`src/rtl/q_seq_pkg.sv`:
```
// q_seq_pkg -- shared definitions for the serial stage sequencer.
//
// Holds the sequencer FSM state type and the default operand width and
// stage latency used by q_stage_seq.

package q_seq_pkg;

    // Default operand/result width in bits.
    localparam int unsigned DefWidth = 8;

    // Default stage latency: cycles from a bit on stg_pi/stg_si to its
    // result on stg_po/stg_so/stg_f.
    localparam int unsigned DefStageLat = 2;

    // Sequencer states. StDrain is bypassed when the stage latency is zero.
    typedef enum logic [2:0] {
        StIdle,
        StStart,
        StShift,
        StDrain,
        StDone
    } state_e;

endpackage

```
`src/rtl/q_seq_arb.sv`:
```
// q_seq_arb -- two-requester arbiter for q_stage_seq.
//
// Purely combinational. The grant is only consumed by the sequencer while
// it is idle, so the arbiter carries no state of its own.
//
// Configuration macro: QSEQ_RR_EN
//   defined   : round-robin; on a tie the requester not served last wins.
//   undefined : fixed priority; req0 always wins, last_id is ignored.
//
// Ports
//   req0, req1 : level requests from requester 0/1
//   last_id    : id of the requester served by the previous transaction
//   gnt_id     : id of the winning requester (valid only with gnt_valid)
//   gnt_valid  : at least one request is pending

module q_seq_arb (
    input  logic req0,
    input  logic req1,
    input  logic last_id,
    output logic gnt_id,
    output logic gnt_valid
);

`ifdef QSEQ_RR_EN
    always_comb begin
        gnt_valid = req0 | req1;
        if (req0 && req1) begin
            // Tie: hand the grant to whoever did not get the last one.
            gnt_id = ~last_id;
        end else begin
            gnt_id = req1;
        end
    end
`else
    // The pointer is meaningless under fixed priority.
    logic unused_last;
    assign unused_last = last_id;

    always_comb begin
        gnt_valid = req0 | req1;
        gnt_id    = req1 & ~req0;
    end
`endif

endmodule

```
`src/rtl/q_stage_seq.sv`:
```
// q_stage_seq -- sequencer that serialises an operand pair through an
// external bit-serial stage on behalf of one of two requesters.
//
// A granted transaction runs IDLE -> START -> SHIFT -> DRAIN -> DONE -> IDLE.
// START pulses stg_start with stg_rst held; SHIFT drives a/b LSB first on
// stg_pi/stg_si for WIDTH cycles; DRAIN waits STAGE_LAT cycles for the stage
// pipeline to empty (skipped when STAGE_LAT is 0). The stage outputs are
// collected STAGE_LAT cycles behind the driven bits and presented at DONE
// together with a one-cycle ack to the owning requester. The request-to-DONE
// latency is WIDTH + STAGE_LAT + 2 cycles.
//
// Configuration macro: QSEQ_RR_EN
//   defined   : round-robin arbitration, pointer updated at DONE.
//   undefined : fixed priority, requester 0 always wins.
//
// Parameters
//   WIDTH     : operand/result width in bits (>= 2)
//   STAGE_LAT : stage latency in cycles (0..7)
//
// Ports
//   clk                 : clock, rising edge
//   rst                 : asynchronous active-low reset
//   req0, req1          : level requests
//   a0, b0, a1, b1      : operands of requester 0/1, captured at grant
//   ack0, ack1          : one-cycle completion pulse to requester 0/1
//   res_po, res_so      : collected stg_po/stg_so bits, held until next DONE
//   res_f               : OR of all sampled stg_f bits
//   res_id              : owner of the presented result
//   res_valid           : high during the DONE cycle
//   stg_start, stg_rst  : stage control
//   stg_pi, stg_si      : serial operand bits to the stage
//   stg_po, stg_so      : serial result bits from the stage
//   stg_f               : stage flag

module q_stage_seq
    import q_seq_pkg::*;
#(
    parameter int unsigned WIDTH     = DefWidth,
    parameter int unsigned STAGE_LAT = DefStageLat
) (
    input  logic             clk,
    input  logic             rst,
    input  logic             req0,
    input  logic             req1,
    input  logic [WIDTH-1:0] a0,
    input  logic [WIDTH-1:0] b0,
    input  logic [WIDTH-1:0] a1,
    input  logic [WIDTH-1:0] b1,
    output logic             ack0,
    output logic             ack1,
    output logic [WIDTH-1:0] res_po,
    output logic [WIDTH-1:0] res_so,
    output logic             res_f,
    output logic             res_id,
    output logic             res_valid,
    output logic             stg_start,
    output logic             stg_rst,
    output logic             stg_pi,
    output logic             stg_si,
    input  logic             stg_po,
    input  logic             stg_so,
    input  logic             stg_f
);

    // One counter spans SHIFT and DRAIN: c = 0 .. WIDTH+STAGE_LAT-1.
    localparam int unsigned CntW = $clog2(WIDTH + STAGE_LAT + 1);

    localparam logic [CntW-1:0] ShiftLast   = CntW'(WIDTH - 1);
    localparam logic [CntW-1:0] RunLast     = CntW'(WIDTH + STAGE_LAT - 1);
    localparam logic [CntW-1:0] SampleFirst = CntW'(STAGE_LAT);

    state_e            state_q;
    logic              owner_q;
    logic [WIDTH-1:0]  a_sh_q;
    logic [WIDTH-1:0]  b_sh_q;
    logic [CntW-1:0]   cnt_q;
    logic [WIDTH-1:0]  po_acc_q;
    logic [WIDTH-1:0]  so_acc_q;
    logic              f_acc_q;

    logic              gnt_id;
    logic              gnt_valid;
    logic              last_id;

    logic [WIDTH-1:0]  po_next;
    logic [WIDTH-1:0]  so_next;
    logic              f_next;
    logic              sample_en;

    q_seq_arb u_arb (
        .req0      (req0),
        .req1      (req1),
        .last_id   (last_id),
        .gnt_id    (gnt_id),
        .gnt_valid (gnt_valid)
    );

`ifdef QSEQ_RR_EN
    // Reset as if requester 1 was served last, so the first tie goes to
    // requester 0.
    logic last_q;

    always_ff @(posedge clk or negedge rst) begin
        if (!rst) begin
            last_q <= 1'b1;
        end else if (state_q == StDone) begin
            last_q <= owner_q;
        end
    end

    assign last_id = last_q;
`else
    assign last_id = 1'b1;
`endif

    // Samples enter at the MSB and move down, so after WIDTH samples the
    // first one sits in bit 0.
    always_comb begin
        po_next   = {stg_po, po_acc_q[WIDTH-1:1]};
        so_next   = {stg_so, so_acc_q[WIDTH-1:1]};
        f_next    = f_acc_q | stg_f;
        sample_en = (cnt_q >= SampleFirst);
    end

    always_ff @(posedge clk or negedge rst) begin
        if (!rst) begin
            state_q   <= StIdle;
            owner_q   <= 1'b0;
            a_sh_q    <= '0;
            b_sh_q    <= '0;
            cnt_q     <= '0;
            po_acc_q  <= '0;
            so_acc_q  <= '0;
            f_acc_q   <= 1'b0;
            ack0      <= 1'b0;
            ack1      <= 1'b0;
            res_po    <= '0;
            res_so    <= '0;
            res_f     <= 1'b0;
            res_id    <= 1'b0;
            res_valid <= 1'b0;
            stg_start <= 1'b0;
            stg_rst   <= 1'b1;
            stg_pi    <= 1'b0;
            stg_si    <= 1'b0;
        end else begin
            // Single-cycle pulses.
            ack0      <= 1'b0;
            ack1      <= 1'b0;
            res_valid <= 1'b0;
            stg_start <= 1'b0;

            unique case (state_q)
                StIdle: begin
                    if (gnt_valid) begin
                        state_q   <= StStart;
                        owner_q   <= gnt_id;
                        a_sh_q    <= gnt_id ? a1 : a0;
                        b_sh_q    <= gnt_id ? b1 : b0;
                        stg_start <= 1'b1;
                        stg_rst   <= 1'b1;
                    end
                end

                StStart: begin
                    state_q  <= StShift;
                    cnt_q    <= '0;
                    po_acc_q <= '0;
                    so_acc_q <= '0;
                    f_acc_q  <= 1'b0;
                    stg_rst  <= 1'b0;
                    stg_pi   <= a_sh_q[0];
                    stg_si   <= b_sh_q[0];
                    a_sh_q   <= {1'b0, a_sh_q[WIDTH-1:1]};
                    b_sh_q   <= {1'b0, b_sh_q[WIDTH-1:1]};
                end

                StShift, StDrain: begin
                    if (sample_en) begin
                        po_acc_q <= po_next;
                        so_acc_q <= so_next;
                        f_acc_q  <= f_next;
                    end

                    // Next serial bit; zeros once the operand is exhausted.
                    if (state_q == StShift && cnt_q != ShiftLast) begin
                        stg_pi <= a_sh_q[0];
                        stg_si <= b_sh_q[0];
                        a_sh_q <= {1'b0, a_sh_q[WIDTH-1:1]};
                        b_sh_q <= {1'b0, b_sh_q[WIDTH-1:1]};
                    end else begin
                        stg_pi <= 1'b0;
                        stg_si <= 1'b0;
                    end

                    // RunLast equals ShiftLast when STAGE_LAT is 0, so this
                    // check comes first and DRAIN is skipped.
                    if (cnt_q == RunLast) begin
                        state_q   <= StDone;
                        stg_rst   <= 1'b1;
                        res_valid <= 1'b1;
                        res_id    <= owner_q;
                        ack0      <= ~owner_q;
                        ack1      <= owner_q;
                        res_po    <= po_next;
                        res_so    <= so_next;
                        res_f     <= f_next;
                    end else begin
                        cnt_q <= cnt_q + 1'b1;
                        if (cnt_q == ShiftLast) begin
                            state_q <= StDrain;
                        end
                    end
                end

                StDone: begin
                    state_q <= StIdle;
                end

                default: begin
                    state_q <= StIdle;
                    stg_rst <= 1'b1;
                end
            endcase
        end
    end

endmodule

```
`config.mk`:
```
export PLATFORM = sky130hd
export DESIGN_NAME = q_stage_seq
export DESIGN_NICKNAME = d
export VERILOG_FILES = /design/src/rtl/q_seq_pkg.sv /design/src/rtl/q_seq_arb.sv /design/src/rtl/q_stage_seq.sv
export SDC_FILE = /design/constraint.sdc
export NUM_CORES = 1
export LEC_CHECK = 0
export CORE_ASPECT_RATIO = 1.4
export CORE_UTILIZATION = 50
export CTS_CLUSTER_DIAMETER = 40
export DETAILED_ROUTE_END_ITERATION = 7
export PLACE_DENSITY_LB_ADDON = 0.1
export SYNTH_ARGS = -nofsm -noshare
export SYNTH_HDL_FRONTEND = slang
export SYNTH_SLANG_ARGS = --single-unit
```
`constraint.sdc`:
```
create_clock -name clk -period 3.9 [get_ports clk]
set_input_delay 0.78 -clock clk [delete_from_list [all_inputs] [get_ports clk]]
set_output_delay 0.78 -clock clk [all_outputs]
set_load 0.02 [all_outputs]
```
==> results of run 1 <==
registers in the layout, indices dropped and copies added, names as in the netlist, 3 cells and up:
name and count:
res_so 8, state_q 3, cnt_q 4, b_sh_q 8
po_acc_q 7, so_acc_q 7, a_sh_q 8, res_po 8
synth_stat cells (2+ instances only):
master                     count
sky130_fd_sc_hd__a21oi_1      18
sky130_fd_sc_hd__a22o_1        3
sky130_fd_sc_hd__and2_1        2
sky130_fd_sc_hd__buf_2         5
sky130_fd_sc_hd__buf_6         2
sky130_fd_sc_hd__clkbuf_1      8
sky130_fd_sc_hd__dfrtp_1      63
sky130_fd_sc_hd__ha_1          3
sky130_fd_sc_hd__inv_1         4
sky130_fd_sc_hd__mux2_2       24
sky130_fd_sc_hd__mux2_4       10
sky130_fd_sc_hd__mux2i_1      16
sky130_fd_sc_hd__nand2_1      32
sky130_fd_sc_hd__nand2b_1      6
sky130_fd_sc_hd__nand3_1       2
sky130_fd_sc_hd__nor2_1       23
sky130_fd_sc_hd__nor2b_1       3
sky130_fd_sc_hd__nor3_1        3
sky130_fd_sc_hd__o21ai_0      24
final cells by class:
cell class | instances | area [um2]
fill | 452 | 1859
multi-input combinational | 181 | 1259
timing repair buffer | 67 | 655.6
inverter | 5 | 18.77
tap | 68 | 85.08
sequential | 64 | 1603
clock buffer | 10 | 127.6
clock inverter | 6 | 37.54
stage by stage:
| stage | utilization | cells | worst slack [ns] | total power, W | hold slack (ns) |
|---|---|---|---|---|---|
| after floorplan | - | 267 | 1.991 | 0.002124 | 0.4331 |
| after global placement | 0.6414 | 385 | 1.206 | 0.002464 | 0.4587 |
| after detailed placement | 0.6414 | 385 | 1.179 | 0.002511 | 0.4746 |
| after CTS | 0.6707 | 401 | 1.529 | 0.002995 | 0.4834 |
| after global routing | 0.6707 | 401 | 1.365 | 0.003167 | 0.5151 |
| final | 0.6707 | 401 | 1.519 | 0.002959 | 0.4834 |
logic make-up (layout without fill, tap and decap cells):
logic type	count (synthesis)	count (layout)	share of synthesized area
flops	64	64	0.5369
mux	50	50	0.1945
fa+ha+maj	3	3	0.01257
compound gates	53	53	0.1035
buf+inv	22	88	0.04149
simple gates	75	75	0.1111
routing by layer:
metal,vias up,part of all wire,track usage
li1,1036,-,-
met1,1021,0.43,0.2357
met2,50,0.50,0.3350
met3,7,0.053,0.03902
met4,0,0.015,0.1011
met5,-,0,0
where the power goes:
| group | switching, W | internal (W) |
|---|---|---|
| Combinational | 0.000626 | 0.000696 |
| Clock | 0.000253 | 0.000227 |
| Sequential | 0.000202 | 0.000955 |
| Total | 0.00108 | 0.00188 |
final timing paths:
path                                  start          end  slack [ns]  cells past startpoint
worst max-delay path                   req0    b_sh_q[1]        1.52                      4
worst min-delay path            so_acc_q[1]  so_acc_q[1]        0.48                      2
worst max register to register   state_q[1]    res_so[4]        1.58                      4
worst min register to register  so_acc_q[1]  so_acc_q[1]        0.48                      2
max in group asynchronous               rst      stg_rst        2.41                      2
min in group asynchronous               rst       stg_pi        0.58                      1
worst register-to-register path: stages, from the launching register on:
cell and delay [ns]:
sky130_fd_sc_hd__dfrtp_1 0.61, sky130_fd_sc_hd__nor2b_1 0.19, sky130_fd_sc_hd__buf_4 0.24, sky130_fd_sc_hd__and2_1 0.74
sky130_fd_sc_hd__mux2_2 0.42
==> flow_summary.yaml, run 1 <==
status:
  status: "completed"
clocking:
  clock_transition_time_at_the_flip_flop_clock_pins_of_the_worst_setup_and_hold_paths_ns: 0.06
  clock_sink_count: 64
  holdBufCountCts: 0
  cts.repair_timing.setup_buffer_count: 0
  numCtsBuffers: 9
  clock_tree_from_tritoncts: "built"
  cts_root_buf: "sky130_fd_sc_hd__clkbuf_8"
  post_cts.resized_instances: 0
  clk_latency_ns: 0.34
  htree_num_levels: 3
  max-clock-path-buffers: 2
floorplan:
  rows: 32
  die_w_um: 67.31
  io_pins: 64
  initial_utilization: 0.5288
  dieArea_um2: 6288
  core_um2: 5645
  die_height_um: 93.43
placed_design:
  placement.io_buffers: 63
  gpl.final_weighted_congestion: 0.8062
  placedInstanceArea_um2: 3621
  placed_wire_length_estimate_um: 3973
logic_synthesis:
  synth_enable_flop_cells: 0
  synth_top_cell_area_share: 0.5281
  number_of_warning_messages_in_the_yosys_log: 0
  synthesis.area_per_instance_um2: 11.18
  synth-seq-cells: 64
  synthDistinctLibCells: 35
  synthDominantAreaCellType: "sky130_fd_sc_hd__dfrtp_1"
  netlist_top_cells_area: "sky130_fd_sc_hd__dfrtp_1 (53%), sky130_fd_sc_hd__mux2_2 (9.1%), sky130_fd_sc_hd__mux2i_1 (5.4%)"
  post_synth_inst_count: 267
  post_synth_instance_area_um2: 2985
  synthesis.nets: 309
  synth_seq_area_share: 0.5369
  most_used_flip_flop_cell_after_synthesis: "sky130_fd_sc_hd__dfrtp_1"
  synth_async_sr_flop_share: 1.000
finish:
  most-common-layout-cells: "sky130_fd_sc_hd__dfrtp_1 (63), sky130_fd_sc_hd__clkdlybuf4s50_1 (62), sky130_fd_sc_hd__nand2_1 (32)"
  finish.net_count: 370
  final_common_cell: "sky130_fd_sc_hd__dfrtp_1"
  area_delta_synth_final_pct: 26.82
  antenna-diode-count: 0
  layout-drive-gt1-share: 0.1802
  design_area_um2: 3786
detailed_routing:
  drt-initial-drc-count: 83
  detail-route-antenna-nets: 0
  drt-pass1-iter-count: 4
  avgViaCountPerCell: 5.272
  routed_wire_length_per_instance_um: 14.24
  drcViolationCount: 0
  via_count: 2114
  totalWireLength_um: 5712
setup_path:
  critPathKind: "in -> reg"
  critical_path.max_fanout: 16
  arr_time_crit_path_ns: 2.60
  cp-start-kind: "input pin"
  timing.critical_path.to_type: "register"
  crit_chain: "clkdlybuf4s50_1 -> nor2_1 -> a221o_1 -> mux2_2"
  critPathTopFamily: "compound AO/OA/AOI/OAI gates"
  cp_slowest_stage_delay_ns: 0.76
  critPathBufInv: 1
  cp_slowest_cell: "sky130_fd_sc_hd__a221o_1"
  worst-endpoint-required_ns: 4.11
global_routing:
  globalRouteOverflowTotal: 0
  grt_pass1_vias: 2061
  grt_pass1_wl_um: 9294
  grt_antenna_before_repair: 0
  grtUsageTotal: 0.1994
  grt_start_max_net_pins: 42
timing:
  slew_viol_final: 0
  worst_slew_pin_slew_ns: 0.9396
  hold_viol_final: 0
  post-route-min-period_ns: 2.381
  worst_slew_margin_rel: 0.3736
  post-route-period-util: 0.6105
  fmax_ghz: 0.4200
  setup_total_negative_slack_ns: 0
  finalSetupViolCount: 0
  clock_skew_ns: 0.01164
  rsz_0062_raised_after_global_routing: "false"
flow_run:
  drv_cap: 0
pwr:
  power-per-cell-area_nw_per_um2: 781.4
  p_leak_nw: 1.733
  vdd.ir_drop.worst_uv: 421.6
hold_path:
  holdCritPathClass: "reg -> reg"
(Power assumes the default switching activity.)
==> run 2: changes to the inputs <==
==> constraint.sdc (replaced) <==
create_clock -name clk -period 2.3 [get_ports clk]
set_input_delay 0.46 -clock clk [delete_from_list [all_inputs] [get_ports clk]]
set_output_delay 0.46 -clock clk [all_outputs]
set_load 0.02 [all_outputs]
==> run 2 against run 1 <==
  * Sequential power increased by 69%
  * Global-route usage increased by 0.31 points
  * Setup slack got worse by 1.2 ns
  * Combinational power increased by 73%
  * Routed wire length decreased by 0.40%
==> flow_summary.yaml, run 2 (synthesis results as in run 1) <==
global_routing:
  grt_start_max_net_pins: 65
  grt_antenna_before_repair: 0
  grtUsageTotal: 0.2025
  globalRouteOverflowTotal: 0
  grt_pass1_vias: 2128
  grt_pass1_wl_um: 9466
timing:
  worst_slew_margin_rel: 0.6850
  post-route-min-period_ns: 1.946
  setup_total_negative_slack_ns: 0
  post-route-period-util: 0.8462
  clock_skew_ns: 0.009309
  rsz_0062_raised_after_global_routing: "false"
  fmax_ghz: 0.5138
  worst_slew_pin_slew_ns: 0.4724
  slew_viol_final: 0
  finalSetupViolCount: 0
  timing.final.ws_setup_ns: 0.3537
  hold_viol_final: 0
clocking:
  clk_latency_ns: 0.33
  clock_sink_count: 64
  cts_root_buf: "sky130_fd_sc_hd__clkbuf_8"
  max-clock-path-buffers: 2
  clock_tree_from_tritoncts: "built"
  post_cts.resized_instances: 0
  cts.repair_timing.setup_buffer_count: 0
  clock_transition_time_at_the_flip_flop_clock_pins_of_the_worst_setup_and_hold_paths_ns: 0.07
  htree_num_levels: 3
  numCtsBuffers: 9
  holdBufCountCts: 0
finish:
  most-common-layout-cells: "sky130_fd_sc_hd__dfrtp_1 (63), sky130_fd_sc_hd__clkdlybuf4s50_1 (62), sky130_fd_sc_hd__nand2_1 (32)"
  layout.cells.non_filler: 404
  nFillCells: 461
  area_delta_synth_final_pct: 29.42
  final_common_cell: "sky130_fd_sc_hd__dfrtp_1"
  antenna-diode-count: 0
  finish.net_count: 373
  layout-drive-gt1-share: 0.1905
floorplan:
  core_um2: 5645
  initial_utilization: 0.5288
  die_w_um: 67.31
  die_height_um: 93.43
  dieArea_um2: 6288
  rows: 32
  io_pins: 64
detailed_routing:
  drt-initial-drc-count: 73
  drt-pass1-iter-count: 4
  via_count: 2115
  totalWireLength_um: 5689
  drcViolationCount: 0
  routed_wire_length_per_instance_um: 14.08
  avgViaCountPerCell: 5.235
  detail-route-antenna-nets: 0
pwr:
  power-per-cell-area_nw_per_um2: 1340
  vdd.ir_drop.worst_uv: 758.6
  p_leak_nw: 1.772
setup_path:
  crit_chain: "clkdlybuf4s50_1"
  cp_slowest_cell: "sky130_fd_sc_hd__clkdlybuf4s50_1"
  timing.critical_path.to_type: "primary output"
  critPathKind: "reg -> out"
  cp-start-kind: "register"
  cp_slowest_stage_delay_ns: 0.61
  crit_cells: 1
  critPathBufInv: 1
  worst-endpoint-required_ns: 1.84
  critPathTopFamily: "buffers and inverters"
  arr_time_crit_path_ns: 1.49
  critical_path.max_fanout: 4
  length_in_cells_of_the_worst_reg_to_reg_path: 5
placed_design:
  placed_wire_length_estimate_um: 3848
  placement.io_buffers: 63
  post_place_worst_slack_ns: 0.1850
  place_inst: 388
  gpl.final_weighted_congestion: 0.7982
flow_run:
  drv_cap: 0
hold_path:
  holdCritPathClass: "in -> async"
status:
  status: "completed"
## run 2: changes by cell type in the layout (fill, tap and decap cells not counted), sizes merged
cell | before | now
clkbuf | 10 | 9
inv | 5 | 6
clkinv | 3 | 2
buf | 5 | 8
bufinv | 0 | 1
## run 2: metal layers
| metal | vias to the layer above | global-route usage | share of wire |
|---|---|---|---|
| met2 | 43 | 0.3450 | 0.52 |
| met5 | - | 0 | 0 |
| met1 | 1017 | 0.2375 | 0.42 |
| met3 | 10 | 0.03659 | 0.043 |
| met4 | 0 | 0.1011 | 0.020 |
| li1 | 1045 | - | - |
## run 2: final cells by class
| type | count | area (um2) | area share |
|---|---|---|---|
| multi-input cells | 181 | 1259 | 0.3258 |
| flip-flops and latches | 64 | 1603 | 0.4148 |
| clock inverters | 7 | 71.32 | 0.01846 |
| clock buffers | 9 | 123.9 | 0.03206 |
| well taps | 68 | 85.08 | 0.02202 |
| repair buffers | 70 | 703.2 | 0.1820 |
| inverters | 5 | 18.77 | 0.004858 |
## run 2: where the power goes
group	switching [W]	total (W)	internal, W
logic	0.00108	0.00228	0.00120
registers	0.000340	0.00196	0.00162
clock network	0.000433	0.000932	0.000499
total	0.00185	0.00518	0.00332
## run 2: final timing paths
path | from | end | slack [ns]
hold reg to reg | so_acc_q[1] | so_acc_q[1] | 0.48
hold / removal | rst | stg_pi | 0.12
setup / recovery | stg_rst | stg_rst | 0.35
setup reg to reg | cnt_q[0] | a_sh_q[4] | 0.37
max in group asynchronous | rst | stg_rst | 1.86
min in group clk | so_acc_q[1] | so_acc_q[1] | 0.48
## run 2: through the flow
| stage | instance area, um2 | hold slack (ns) | utilization | total power, W |
|---|---|---|---|---|
| 6_report | 3864 | 0.1225 | 0.6844 | 0.005176 |
| 5_1_grt | 3864 | 0.1697 | 0.6844 | 0.005570 |
| 4_1_cts | 3864 | 0.1346 | 0.6844 | 0.005252 |
| 3_5_place_dp | 3669 | 0.4655 | 0.6498 | 0.004286 |
| 3_3_place_gp | 3669 | 0.4582 | 0.6498 | 0.004219 |
| 2_1_floorplan | 2985 | 0.1644 | - | 0.003601 |
